--- config.mk ---
export PLATFORM = sky130hd
export DESIGN_NAME = ps2_host_tx
export DESIGN_NICKNAME = d
export VERILOG_FILES = /design/src/rtl/ps2_pkg.sv /design/src/rtl/ps2_line_sync.sv /design/src/rtl/ps2_host_tx.sv
export SDC_FILE = /design/constraint.sdc
export NUM_CORES = 1
export LEC_CHECK = 0
export BUFFER_PORTS_ARGS = -buffer_cell sky130_fd_sc_hd__buf_4
export CAP_MARGIN = 20
export CORE_ASPECT_RATIO = 0.5
export CORE_MARGIN = 2
export CORE_UTILIZATION = 56
export DETAILED_ROUTE_END_ITERATION = 10
export GPL_ROUTABILITY_DRIVEN = 0
export GPL_TIMING_DRIVEN = 0
export PLACE_DENSITY = 0.72
export SLEW_MARGIN = 5
export SYNTH_ARGS = -nofsm -noshare
export SYNTH_HDL_FRONTEND = slang
export SYNTH_SLANG_ARGS = --single-unit
--- constraint.sdc ---
create_clock -name CLOCK_50 -period 3.1 [get_ports CLOCK_50]
set_input_delay 0.465 -clock CLOCK_50 [delete_from_list [all_inputs] [get_ports CLOCK_50]]
set_output_delay 0.465 -clock CLOCK_50 [all_outputs]
set_load 0.05 [all_outputs]
--- src/rtl/ps2_pkg.sv ---
// Shared types and constants for the PS/2 host-side transmit and receive paths.
package ps2_pkg;

    typedef enum logic [2:0] {
        StIdle,
        StInhibit,
        StReq,
        StShift,
        StAck,
        StWaitIdle,
        StDone,
        StErr
    } ps2_tx_state_e;

    localparam logic        START_BIT  = 1'b0;
    localparam logic        STOP_BIT   = 1'b1;
    localparam int unsigned FRAME_BITS = 11;

    localparam logic [7:0] CMD_SET_LEDS = 8'hED;
    localparam logic [7:0] CMD_ENABLE   = 8'hF4;
    localparam logic [7:0] CMD_RESET    = 8'hFF;
    localparam logic [7:0] RSP_ACK      = 8'hFA;

    // PS/2 frames carry odd parity over the eight data bits.
    function automatic logic odd_parity(input logic [7:0] data);
        return ~^data;
    endfunction

endpackage

--- src/rtl/ps2_line_sync.sv ---
// Two-stage synchronizer for one PS/2 pin plus a falling-edge detector.
module ps2_line_sync (
    input  logic clk,
    input  logic rst,
    input  logic pin,
    output logic sync,
    output logic fall
);

    logic meta;
    logic hist;

    // Reset to the idle (released, pulled-up) level so no false edge appears.
    always_ff @(posedge clk) begin
        if (rst) begin
            meta <= 1'b1;
            sync <= 1'b1;
            hist <= 1'b1;
        end else begin
            meta <= pin;
            sync <= meta;
            hist <= sync;
        end
    end

    assign fall = hist & ~sync;

endmodule

--- src/rtl/ps2_host_tx.sv ---
// PS/2 host-to-device transmitter: inhibit, request-to-send, 11-bit frame on
// device clocks, then ACK check and wait for the bus to return idle.
module ps2_host_tx
    import ps2_pkg::*;
#(
    parameter int unsigned INHIBIT_CYCLES = 5000,
    parameter int unsigned TIMEOUT_CYCLES = 750000
) (
    input  logic       CLOCK_50,
    input  logic       RST,
    input  logic [7:0] tx_data,
    input  logic       tx_valid,
    output logic       tx_ready,
    output logic       tx_done,
    output logic       tx_err,
    output logic       bus_busy,
    input  logic       ps2_clk_in,
    input  logic       ps2_dat_in,
    output logic       ps2_clk_oe,
    output logic       ps2_dat_oe
);

    localparam int unsigned INH_W = $clog2(INHIBIT_CYCLES + 1);
    localparam int unsigned TMO_W = $clog2(TIMEOUT_CYCLES + 1);

    ps2_tx_state_e    state;
    logic [INH_W-1:0] inh_cnt;
    logic [TMO_W-1:0] tmo_cnt;
    logic [3:0]       bit_idx;
    logic [9:0]       frame_q;

    logic clk_sync, clk_fall;
    logic dat_sync, dat_fall;
    logic tmo_expired;
    logic unused_dat_fall;

    ps2_line_sync u_clk_sync (
        .clk  (CLOCK_50),
        .rst  (RST),
        .pin  (ps2_clk_in),
        .sync (clk_sync),
        .fall (clk_fall)
    );

    ps2_line_sync u_dat_sync (
        .clk  (CLOCK_50),
        .rst  (RST),
        .pin  (ps2_dat_in),
        .sync (dat_sync),
        .fall (dat_fall)
    );

    assign unused_dat_fall = dat_fall;
    assign tmo_expired     = (tmo_cnt == TMO_W'(TIMEOUT_CYCLES - 1));

    always_ff @(posedge CLOCK_50) begin
        if (RST) begin
            state      <= StIdle;
            inh_cnt    <= '0;
            tmo_cnt    <= '0;
            bit_idx    <= '0;
            frame_q    <= '0;
            tx_ready   <= 1'b1;
            tx_done    <= 1'b0;
            tx_err     <= 1'b0;
            bus_busy   <= 1'b0;
            ps2_clk_oe <= 1'b0;
            ps2_dat_oe <= 1'b0;
        end else begin
            tx_done <= 1'b0;
            tx_err  <= 1'b0;
            unique case (state)
                StIdle: begin
                    if (tx_valid && tx_ready) begin
                        frame_q    <= {STOP_BIT, odd_parity(tx_data), tx_data};
                        inh_cnt    <= '0;
                        ps2_clk_oe <= 1'b1;
                        tx_ready   <= 1'b0;
                        bus_busy   <= 1'b1;
                        state      <= StInhibit;
                    end
                end
                StInhibit: begin
                    inh_cnt <= inh_cnt + 1'b1;
                    if (inh_cnt == INH_W'(INHIBIT_CYCLES - 1)) begin
                        ps2_dat_oe <= ~START_BIT;
                        state      <= StReq;
                    end
                end
                StReq: begin
                    ps2_clk_oe <= 1'b0;
                    bit_idx    <= '0;
                    tmo_cnt    <= '0;
                    state      <= StShift;
                end
                StShift: begin
                    // A device clock edge beats a coincident timeout.
                    if (clk_fall) begin
                        tmo_cnt    <= '0;
                        ps2_dat_oe <= ~frame_q[0];
                        frame_q    <= {1'b0, frame_q[9:1]};
                        bit_idx    <= bit_idx + 1'b1;
                        if (bit_idx == 4'(FRAME_BITS - 2)) begin
                            state <= StAck;
                        end
                    end else if (tmo_expired) begin
                        ps2_dat_oe <= 1'b0;
                        tx_err     <= 1'b1;
                        state      <= StErr;
                    end else begin
                        tmo_cnt <= tmo_cnt + 1'b1;
                    end
                end
                StAck: begin
                    if (clk_fall) begin
                        tmo_cnt <= '0;
                        if (!dat_sync) begin
                            state <= StWaitIdle;
                        end else begin
                            tx_err <= 1'b1;
                            state  <= StErr;
                        end
                    end else if (tmo_expired) begin
                        ps2_dat_oe <= 1'b0;
                        tx_err     <= 1'b1;
                        state      <= StErr;
                    end else begin
                        tmo_cnt <= tmo_cnt + 1'b1;
                    end
                end
                StWaitIdle: begin
                    if (clk_fall) begin
                        tmo_cnt <= '0;
                    end else if (clk_sync && dat_sync) begin
                        tx_done <= 1'b1;
                        state   <= StDone;
                    end else if (tmo_expired) begin
                        ps2_dat_oe <= 1'b0;
                        tx_err     <= 1'b1;
                        state      <= StErr;
                    end else begin
                        tmo_cnt <= tmo_cnt + 1'b1;
                    end
                end
                StDone, StErr: begin
                    ps2_clk_oe <= 1'b0;
                    ps2_dat_oe <= 1'b0;
                    tx_ready   <= 1'b1;
                    bus_busy   <= 1'b0;
                    state      <= StIdle;
                end
                default: state <= StIdle;
            endcase
        end
    end

endmodule

# Word level (Yosys, flattened, before mapping)
# Cells that the tools add are included.
# op_classes
n_eq_ne	18
addsub	3
mux	42
n_reduce_logical	23
bitwise	4
# ops
operator	n
$mux 20	4
$pmux 20 s3	1
$pmux 13 s2	1
$mux 3	8
$pmux 3 s7	1
$add 20x1->20 const B	1
$eq 20x20->1 const B	1
$mux 10	2
$pmux 10 s2	1
$mux 1	15
$add 13x1->13 const B	1
$eq 13x13->1 const B	1
$mux 13	1
$eq 3x3->1 const B	4
$ne 2x2->1 const B	6
$reduce_and 2->1	5
$reduce_bool 2->1	5
$pmux 4 s2	1
$reduce_xnor 8->1	1
$eq 3x2->1 const B	2
$ne 3x3->1 const B	2
$pmux 1 s2	3
$reduce_or 3->1	2
$pmux 1 s5	1
other kinds (16)	20
# word_totals
regBits	61
word_cells	106
out_inout_bits	6
in_bits	13

# Longest topological paths before layout
# Gate-level depths: netlist of run 1.
# depth
depth_word	5
ltp_mapped	8
depth_no_buf	6

# Hierarchy
# A second synthesis of run 1 with hierarchy kept.
# hier_totals
hier_cells	386
hier_area_um2	3186.8
# by_module_without_submodules
mod	n_inst	area_per_inst_um2	cells_each	seq_area_each_um2
ps2_host_tx	1	3016.6	372	1121.1
ps2_line_sync	2	85.1	7	60.1

# Least setup slack after synthesis of run 1
# OpenSTA, ideal clock, no wires.
# synth_path
path_type	reg-to-reg
startpoint	register state[2]
endpoint	register inh_cnt[9]
n_path_buf	2
t_required_ns	3.030
setup_time_ns	0.070
synth_period_minus_slack_ns	1.863
stages_incl_launch_ff	7
path_slack_ns	1.237
arrival_ns	1.793
path_cell_list	dfxtp_1 > buf_6 > or3b_1 > buf_6 > or3_4 > or3_1 > a21oi_1
# synth_via
elab_chain_cells	3
elab_cells_between_ends	6
cone_classes	eq/ne (2); mux (1); reduce/logical (3)
# synth_rtl
element	line	text
from (decl)	ps2_host_tx.sv:26	ps2_tx_state_e state;
from (signal assigned)	ps2_host_tx.sv:58	state <= StIdle;
from (signal assigned)	ps2_host_tx.sv:80	state <= StInhibit;
from (signal assigned)	ps2_host_tx.sv:87	state <= StReq;
$eq 3x1->1 / $logic_not 3->1 (equally long branches)	ps2_host_tx.sv:72	unique case (state)
$reduce_bool 2->1 (no line) / $ne 2x2->1 (equally long branches)	--	
$reduce_and 2->1 (no line)	--	
to (signal assigned)	ps2_host_tx.sv:84	inh_cnt <= inh_cnt + 1'b1;
to (decl)	ps2_host_tx.sv:27	logic [INH_W-1:0] inh_cnt;
# Several ways; a longest one is shown, not always the timed one.
# A chain may end at the register's enable or synchronous reset.

# Worst setup path after layout of run 1
# layout_path
startpoint	register state[1]
endpoint	register tmo_cnt[14]
# layout_via
elab_chain_cells	4
elab_cells_between_ends	9
cone_classes	eq/ne (5); mux (1); reduce/logical (3)
# layout_rtl
element	line	text
$eq 3x3->1 / $eq 3x2->1 (equally long branches)	ps2_host_tx.sv:72	
$reduce_or 2->1 (no line)	--	
$reduce_bool 3->1 (no line)	--	
$reduce_and 2->1 (no line)	--	
to (signal assigned)	ps2_host_tx.sv:111	tmo_cnt <= tmo_cnt + 1'b1;
to (signal assigned)	ps2_host_tx.sv:128	tmo_cnt <= tmo_cnt + 1'b1;
to (signal assigned)	ps2_host_tx.sv:142	tmo_cnt <= tmo_cnt + 1'b1;
to (decl)	ps2_host_tx.sv:28	logic [TMO_W-1:0] tmo_cnt;
# Several ways; a longest one is shown, not always the timed one.

==> results.md, run 1 <==
* YS warnings at 0
* Max Cap Violations at 0
* Seq. cell area at 1220 um2
* Setup TNS at 0 ns
* Initial antenna violation count at 0
* Hold Crit Class: in2reg
* Post-Syn Area at 3050 um2
* Die area at between 6000 and 7000 um2
* GRT Total Usage at 25.5%
* Antenna Nets Post-Route at 0
* Sequential area share after synthesis at 40.0%
* DR DRC count at 0
* TritonCTS Sinks at around 60
* Rows at 18
* CP peak stage delay at 0.50 ns
* Vias in the first global route at 2614
* Worst-path clk slew at ~0.070 ns
* Worst R2R Setup Slack at 0.79 ns
* Filler Cell Count at 447
* Count leader, synth: dfxtp_1
* Final min period at 2.31 ns
* CTS resizes at 0
* Buffers on Ports at 18
* Starting density of the core at 60.0%
* Worst skew pair latency at 0.35 ns
* Smallest setup slack after layout at roughly 0.79 ns
* FF+latch count, synth at 61
* DRT Wirelength at ~7200 um
* Largest net degree at the start of global routing at 11
* Mapped Cells at 375
* P&R area growth vs syn at 14.7%
* Initial DRC count at between 200 and 250
* Detail-routed via count per cell at roughly 6
* Pre-antenna DRT Iters at 7
* Fin util at 68.8%
* Count of final max-slew check failures at 0
* Final-report setup violation count at 0
* # H-tree levels at 3
* Critical Path Stages at 7
* Clk root buf: clkbuf_8
* EDFF count, synth at 0
* Syn Area/Cell at 8.14 um2
* Syn nets at approximately 400
* Area leader, netlist: dfxtp_1
* Die height at 56.2 um
* Run status: complete, no violations
* RR Startpoint: state[1]$_SDFFE_PP0P_
* Detailed Place HPWL at roughly 5000 um
* Startpoint Class: flop
* Avg WL per Cell at between 15 and 20 um
* Fin. Hold Viols at 0
* Cells on Worst Hold Path at 2
* CP Capture Type: flop
* Crit path cell chain: buf_2 > and3b_1 > clkbuf_1 > o21ai_0 > a21o_1 > clkbuf_1 > nor2_1
* VDD IR max at 0.310 mV
* Critical path peak fanout at 10
* CTS buffer count at 9
* Yosys top cell area share at 40.0%
* R2R cell count at 7
* TritonCTS clock tree: done
* Hold EP: u_clk_sync.meta$_SDFF_PP1_
* Unrepaired setup endpoints after global routing: no
* Synth cell types at 54
* Area contributors post-synth: dfxtp_1, nand2_1, nor2_1
* Total number of vias at 2887
* CTS Hold Buffers Added at 0
* Worst Hold Launch: ps2_clk_in
* Critical path's most frequent cell: clkbuf_1
* Overflow after GRT at 0
* Worst R2R End: tmo_cnt[14]$_SDFFE_PP0P_
* CP max stage cell: o21ai_0
* Highest clock rate at between 0.4 and 0.5 GHz
* Net count, final at around 420
* Longest Clk Path Bufs at 2
* Die width at ~110 um
* Max_slew headroom at between 40% and 50%
* Commonest cells in the netlist: dfxtp_1, nand2_1, nor2_1
* Critical path class: reg2reg
* First-pass GRT wire length at 12200 um
* ANT cells at 0
* CP arrival at 2.52 ns
* Final period util at 74.5%
* Post-CTS Setup Bufs at 0
* Layout cells sized above 1 at 11.5%
* Worst Path Required at between 3 and 4 ns
* Pre-CTS setup slack at 0.811 ns
* I/O pin cnt at 19
* Worst path bufs/invs at 3
* Top FF cell, synth: dfxtp_1
* Core Region at 5090 um2
* Cell area power density at 535 nW/um2
* Worst path top cell family by delay: compound AO/OA/AOI/OAI gates
* Area of the multi-input gates at about 1700 um2
* Pleak at 0.00125 uW
* Ys async rst share at 0%
* Clk_skew at just over 0.009 ns
* Worst slew pin tran at 0.760 ns
==> cells in the final DEF (no fill, tap or decap), types with 2 or more instances in the layout <==
cell | synthesis | routed
nor3_1 | 8 | 8
and2_1 | 3 | 3
nor2_1 | 43 | 43
a21o_1 | 2 | 2
a221oi_1 | 2 | 2
clkbuf_1 | 13 | 14
buf_6 | 2 | 2
ha_1 | 4 | 4
a21oi_1 | 30 | 30
nand2b_1 | 2 | 2
o21ai_0 | 16 | 16
or2_2 | 5 | 5
nor4_1 | 5 | 5
a31oi_1 | 5 | 5
and4_1 | 4 | 4
nand4_1 | 6 | 6
nor2b_1 | 6 | 6
and3b_1 | 2 | 2
nor4bb_1 | 2 | 2
o21a_1 | 3 | 3
bufinv_16 | 0 | 2
nor4b_1 | 2 | 2
buf_4 | 1 | 19
xnor2_1 | 13 | 13
clkinv_2 | 0 | 2
a311oi_1 | 10 | 10
o211ai_1 | 3 | 3
clkbuf_8 | 0 | 11
or3_1 | 9 | 9
nand3_1 | 17 | 17
nand3b_1 | 5 | 5
a211oi_1 | 5 | 5
xor2_1 | 8 | 8
inv_1 | 4 | 4
nand2_1 | 46 | 46
and3_1 | 6 | 6
buf_2 | 3 | 3
dfxtp_1 | 61 | 61
==> how the worst max path moves through the flow <==
stage          slack [ns]                  endpoint             startpoint
2_1_floorplan        1.24   inh_cnt[9]$_SDFFE_PP0P_  state[2]$_SDFFE_PP0P_
3_5_place_dp         0.81  tmo_cnt[13]$_SDFFE_PP0P_  state[1]$_SDFFE_PP0P_
5_1_grt              0.57  tmo_cnt[18]$_SDFFE_PP0P_  state[1]$_SDFFE_PP0P_
4_1_cts              0.80  tmo_cnt[14]$_SDFFE_PP0P_  state[1]$_SDFFE_PP0P_
6_report             0.79  tmo_cnt[14]$_SDFFE_PP0P_  state[1]$_SDFFE_PP0P_
3_3_place_gp         0.84  tmo_cnt[18]$_SDFFE_PP0P_  state[1]$_SDFFE_PP0P_
==> cells by family (layout without fill, tap and decap cells) <==
| logic type | after synthesis | in the layout | synth area share, % |
|---|---|---|---|
| xor gates and xnor gates | 21 | 21 | 6.03 |
| adders and majority gates | 4 | 4 | 1.64 |
| muxes | 2 | 2 | 0.697 |
| DFF | 61 | 61 | 40.0 |
| buffers and inverters | 24 | 58 | 3.69 |
| AOI/OAI and AO/OA | 84 | 84 | 17.5 |
| and+or+nand+nor | 179 | 179 | 30.4 |
==> registers in the layout (all words and copies together), names as in the netlist <==
register and count:
ps2_dat_oe 1, u_dat_sync.sync 1, bus_busy 1, u_clk_sync.hist 1, u_dat_sync.meta 1, state 3, bit_idx 4, ps2_clk_oe 1
tx_err 1, u_clk_sync.meta 1, tx_done 1, tx_ready 1, inh_cnt 13, tmo_cnt 20, frame_q 10, u_clk_sync.sync 1
==> report_power, final <==
part	internal [uW]	switching, uW	total (uW)
Sequential	814	17.4	832
Combinational	85.1	141	227
Clock	494	320	815
==> stage by stage <==
stage	hold slack, ns	instance area [um2]	power, uW	instances
floorplan	0.389	3050	1010	375
global placement	0.391	3270	1060	463
detailed placement	0.403	3270	1070	463
CTS	0.289	3500	1880	479
global route	0.287	3500	1940	479
finish	0.300	3500	1870	479
==> cell type report <==
cell class                 instances  area share, %
multi-input combinational        290           49.1
sequential                        61           34.9
clock buffer                      12           4.43
timing repair buffer              18           3.86
buffer                            20           2.79
tap                               70           2.50
clock inverter                     4           2.00
inverter                           4          0.429
==> per-layer routing <==
metal / track usage (%) / wire (um)
met5: 0 / 0
met4: 9.71 / 100
met3: 7.14 / 411
met2: 42.0 / 3330
met1: 31.6 / 3350
No activity file was read; power rests on OpenSTA's default activity.
==> run 2: changes to the inputs <==
CORE_UTILIZATION = 54   (was 56)
PLACE_DENSITY = 0.73   (was 0.72)
clock period = 2.07 ns   (was 3.1 ns; I/O delays follow)
==> results.md, run 2 (synthesis gave the netlist of run 1 again) <==
* Die area at 6310 um2
* Startpoint Class: flop
* Fin area at 3660 um2
* Crit path cell chain: buf_2 > buf_1 > inv_1 > a221oi_1 > o221ai_1 > o21a_1
* Starting density of the core at 55.8%
* Placed cell count at about 470
* Detailed Place HPWL at 5090 um
* Final min period at 2.09 ns
* Final-report setup violation count at 1
* Worst R2R Setup Slack at -0.02 ns
* I/O pin cnt at 19
* CP peak stage delay at around 0.48 ns
* Initial DRC count at 161
* VDD IR max at 0.644 mV
* CP Capture Type: flop
* Worst Path Required at 2.29 ns
* TritonCTS Sinks at 61
* ANT cells at 0
* Largest net degree at the start of global routing at 11
* CTS buffer count at 9
* Commonest non-fill, non-tap cells in the layout: dfxtp_1, nand2_1, nor2_1
* Rows at 19
* Net count, final at ~420
* Worst-path clk slew at 0.05 ns
* DR DRC count at 0
* Antenna Nets Post-Route at 0
* Worst slew pin tran at 0.645 ns
* CP arrival at 2.31 ns
* Max_slew headroom at 56.8%
* Vias in the first global route at between 2000 and 3000
* Total number of vias at around 2800
* GRT Total Usage at 25.7%
* Die width at about 110 um
* Count of final max-slew check failures at 0
* Detail-routed via count per cell at 5.87
* TritonCTS clock tree: done
* Buffers on Ports at 18
* Worst skew pair latency at 0.33 ns
* First-pass GRT wire length at 12400 um
* Run status: finished, violations left
* Max Cap Violations at 0
* Clk root buf: clkbuf_16
* Failing checks: negative setup slack
* Avg WL per Cell at roughly 15 um
* Final period util at 101%
* P&R area growth vs syn at 19.9%
* Cell area power density at 904 nW/um2
* # H-tree levels at 3
* Pre-CTS setup slack at -0.180 ns
* Initial antenna violation count at 0
* Final non-filler cell total at 484
* Smallest setup slack after layout at -0.0215 ns
* Most flops, register: tmo_cnt
* Smallest hold slack at 0.161 ns
* DRT Wirelength at about 7300 um
* Clk_skew at ~0.0067 ns
* Most common cell after layout, fill and taps aside: dfxtp_1
* Max FFs per register at 20
* Fin. Hold Viols at 0
* Layout cells sized above 1 at 13.9%
* Fin util at about two thirds
* Highest clock rate at 0.478 GHz
* Core Region at 5470 um2
* Hold Crit Class: in2reg
* Biggest regs: tmo_cnt (20), inh_cnt (13), frame_q (10)
* Critical path peak fanout at 10
* Die height at 57.2 um
* Pleak at ~0.0013 uW
* Unrepaired setup endpoints after global routing: yes
* Placed inst area at 3280 um2
* Longest Clk Path Bufs at 2
* CP max stage cell: a221oi_1
* Pre-antenna DRT Iters at 5
* Critical path class: reg2reg
* Overflow after GRT at 0
==> run 2: final cells by class <==
type | instances | area (um2)
fillers | 465 | 1810
multi-input cells | 290 | 1740
flip-flops and latches | 61 | 1220
clock buffers | 12 | 246
repair buffers | 20 | 150
plain buffers | 20 | 101
clock inverters | 4 | 95.1
well taps | 73 | 91.3
inverters | 4 | 15.0
==> run 2: path summary, 6_finish.rpt <==
kind	start	end	cells after the start
setup / recovery	state[1]$_SDFFE_PP0P_	state[0]$_SDFFE_PP0P_	6
hold / removal	ps2_dat_in	u_dat_sync.meta$_SDFF_PP1_	2
setup reg to reg	state[1]$_SDFFE_PP0P_	state[0]$_SDFFE_PP0P_	6
hold reg to reg	u_dat_sync.meta$_SDFF_PP1_	u_dat_sync.sync$_SDFF_PP1_	1
==> run 2: what timing repair did <==
action,in CTS,in global routing
hold buffers,0,0
endpoints found under the setup margin,10,22
buffers inserted,0,2
pin swaps,0,1
gates resized for setup,3,9
endpoints found under the hold margin,0,0
==> run 2: per-stage QoR <==
step / power [uW] / setup TNS [ns]
CTS: 3330 / 0
global route: 3430 / -0.102
finish: 3310 / -0.0215
floorplan: 1510 / 0
global placement: 1590 / -1.23
detailed placement: 1600 / -1.69
==> run 2: layer usage <==
| metal | global-route usage (%) | vias up | wire [um] |
|---|---|---|---|
| met5 | 0 | - | 0 |
| met4 | 8.75 | 0 | 116 |
| met3 | 10.1 | 16 | 390 |
| met2 | 40.8 | 74 | 3410 |
| met1 | 32.3 | 1341 | 3390 |
| li1 | - | 1408 | - |
==> run 2: report_power, final <==
group / switching (uW) / leakage [uW] / internal, uW
sequential: 26.5 / 0.000496 / 1220
combinational: 209 / 0.000669 / 129
clock: 514 / 0.000167 / 1210
==> run 2: worst max-delay path: cells and delay by family (launching register included) <==
kind | cells | cell delay (ns)
AOI/OAI and AO/OA | 3 | 0.93
buffers and inverters | 3 | 0.76
DFF | 1 | 0.30
==> run 3: changes to the inputs <==
BUFFER_PORTS_ARGS = default   (was -buffer_cell sky130_fd_sc_hd__buf_4)
CORE_UTILIZATION = 30   (was 54)
DONT_BUFFER_PORTS = 1   (was default)
PLACE_DENSITY = 0.43   (was 0.73)
==> results.md, run 3 (synthesis gave the netlist of run 1 again) <==
* Detail-routed via count per cell at 5.30
* # H-tree levels at 3
* Cell area power density at around 870 nW/um2
* Final period util at 96.2%
* DR DRC count at 0
* CP Capture Type: flop
* Count of final max-slew check failures at 0
* Clk_skew at 0.00587 ns
* Layout cells sized above 1 at 11.0%
* Max FFs per register at 20
* Worst path bufs/invs at 2
* Post-CTS Setup Bufs at 0
* Commonest non-fill, non-tap cells in the layout: dfxtp_1, nand2_1, nor2_1
* CTS buffer count at 9
* CP max stage cell: or3_4
* Initial DRC count at 204
* Biggest regs: tmo_cnt (20), inh_cnt (13), frame_q (10)
* Core Region at 9670 um2
* Critical path peak fanout at 10
* Fin. Hold Viols at 0
* Worst R2R Setup Slack at 0.08 ns
* Run status: complete, no violations
* Worst path top cell family by delay: simple AND/OR/NAND/NOR gates
* Worst skew pair latency at 0.33 ns
* VDD IR max at around 0.39 mV
* DRT Wirelength at 7680 um
* Die height at 75.3 um
* TritonCTS Sinks at 61
* First-pass GRT wire length at 12800 um
* Antenna Nets Post-Route at 0
* GRT Total Usage at 14.8%
* Worst-path clk slew at 0.05 ns
* Vias in the first global route at 2674
* CP peak stage delay at 0.42 ns
* Fin util at a little under two fifths
* Die area at 11000 um2
* Die width at 147 um
* Largest net degree at the start of global routing at 11
* Pleak at 0.00122 uW
* Max_slew headroom at 50.2%
* Buffers on Ports at 0
* Worst Path Required at 2.33 ns
* Avg WL per Cell at 14.6 um
* Most common cell after layout, fill and taps aside: dfxtp_1
* Total Power at 3120 uW
* Unrepaired setup endpoints after global routing: yes
* Max Cap Violations at 0
* P&R area growth vs syn at 17.7%
* ANT cells at 0
* Pre-antenna DRT Iters at 4
* Longest Clk Path Bufs at 2
* I/O pin cnt at 19
* Total number of vias at 2790
* Detailed Place HPWL at roughly 5500 um
* Overflow after GRT at 0
* Net count, final at 403
* CTS Hold Buffers Added at 0
* Final-report setup violation count at 0
* Final min period at around 2 ns
* Critical path class: reg2reg
* Rows at 25
* Startpoint Class: flop
* Most flops, register: tmo_cnt
* TritonCTS clock tree: done
* CP arrival at about 2.3 ns
* Worst slew pin tran at 0.744 ns
* Crit path cell chain: buf_4 > or3b_1 > buf_6 > or3_4 > or3_1 > a21oi_1
* Highest clock rate at 0.502 GHz
* Clk root buf: clkbuf_16
* Starting density of the core at 31.6%
* CTS resizes at 2
* Hold Crit Class: in2reg
* Initial antenna violation count at 0
==> run 3: worst paths after layout <==
kind | start | end | depth (start not counted)
worst max-delay path | state[0]$_SDFFE_PP0P_ | inh_cnt[9]$_SDFFE_PP0P_ | 6
worst min-delay path | ps2_clk_in | u_clk_sync.meta$_SDFF_PP1_ | 1
worst max register to register | state[0]$_SDFFE_PP0P_ | inh_cnt[9]$_SDFFE_PP0P_ | 6
worst min register to register | u_clk_sync.meta$_SDFF_PP1_ | u_clk_sync.sync$_SDFF_PP1_ | 1
==> run 3: layout make-up <==
class,count,area (um2)
inverters,4,15.0
clock buffers,13,270
plain buffers,20,101
clock inverters,3,42.5
multi-input cells,290,1770
well taps,135,169
flip-flops and latches,61,1220
fillers,999,6070
==> run 3: through the flow <==
step / setup TNS [ns] / cells / instance area (um2) / hold WS, ns / worst slack [ns]
final: 0 / 526 / 3590 / 0.0775 / 0.0780
after global routing: -0.00410 / 526 / 3590 / 0.0678 / -0.00410
after CTS: 0 / 526 / 3530 / 0.0612 / 0.000886
after detailed placement: -2.74 / 510 / 3220 / 0.394 / -0.289
after global placement: -2.48 / 510 / 3220 / 0.394 / -0.255
after floorplan: 0 / 375 / 3050 / 0.389 / 0.207
==> run 3: where the power goes <==
group / internal (uW) / total [uW] / switching [uW] / leakage (uW)
clock network: 1030 / 1560 / 533 / 0.000152
logic: 108 / 280 / 172 / 0.000571
registers: 1220 / 1280 / 63.0 / 0.000496
total: 2360 / 3120 / 767 / 0.00122
==> run 3: routing by layer <==
metal / part of all wire [%] / GRT usage (%)
met2: 43 / 23.3
met4: 1.2 / 6.26
met3: 6.4 / 4.91
met1: 50 / 18.9
met5: 0 / 0
==> run 3: worst reg2reg max path: cells and delay by family (launching register included) <==
| kind | cells | cell delay, ns |
|---|---|---|
| and+or+nand+nor | 3 | 1.15 |
| DFF | 1 | 0.31 |
| buffers and inverters | 2 | 0.31 |
| AOI/OAI and AO/OA | 1 | 0.14 |
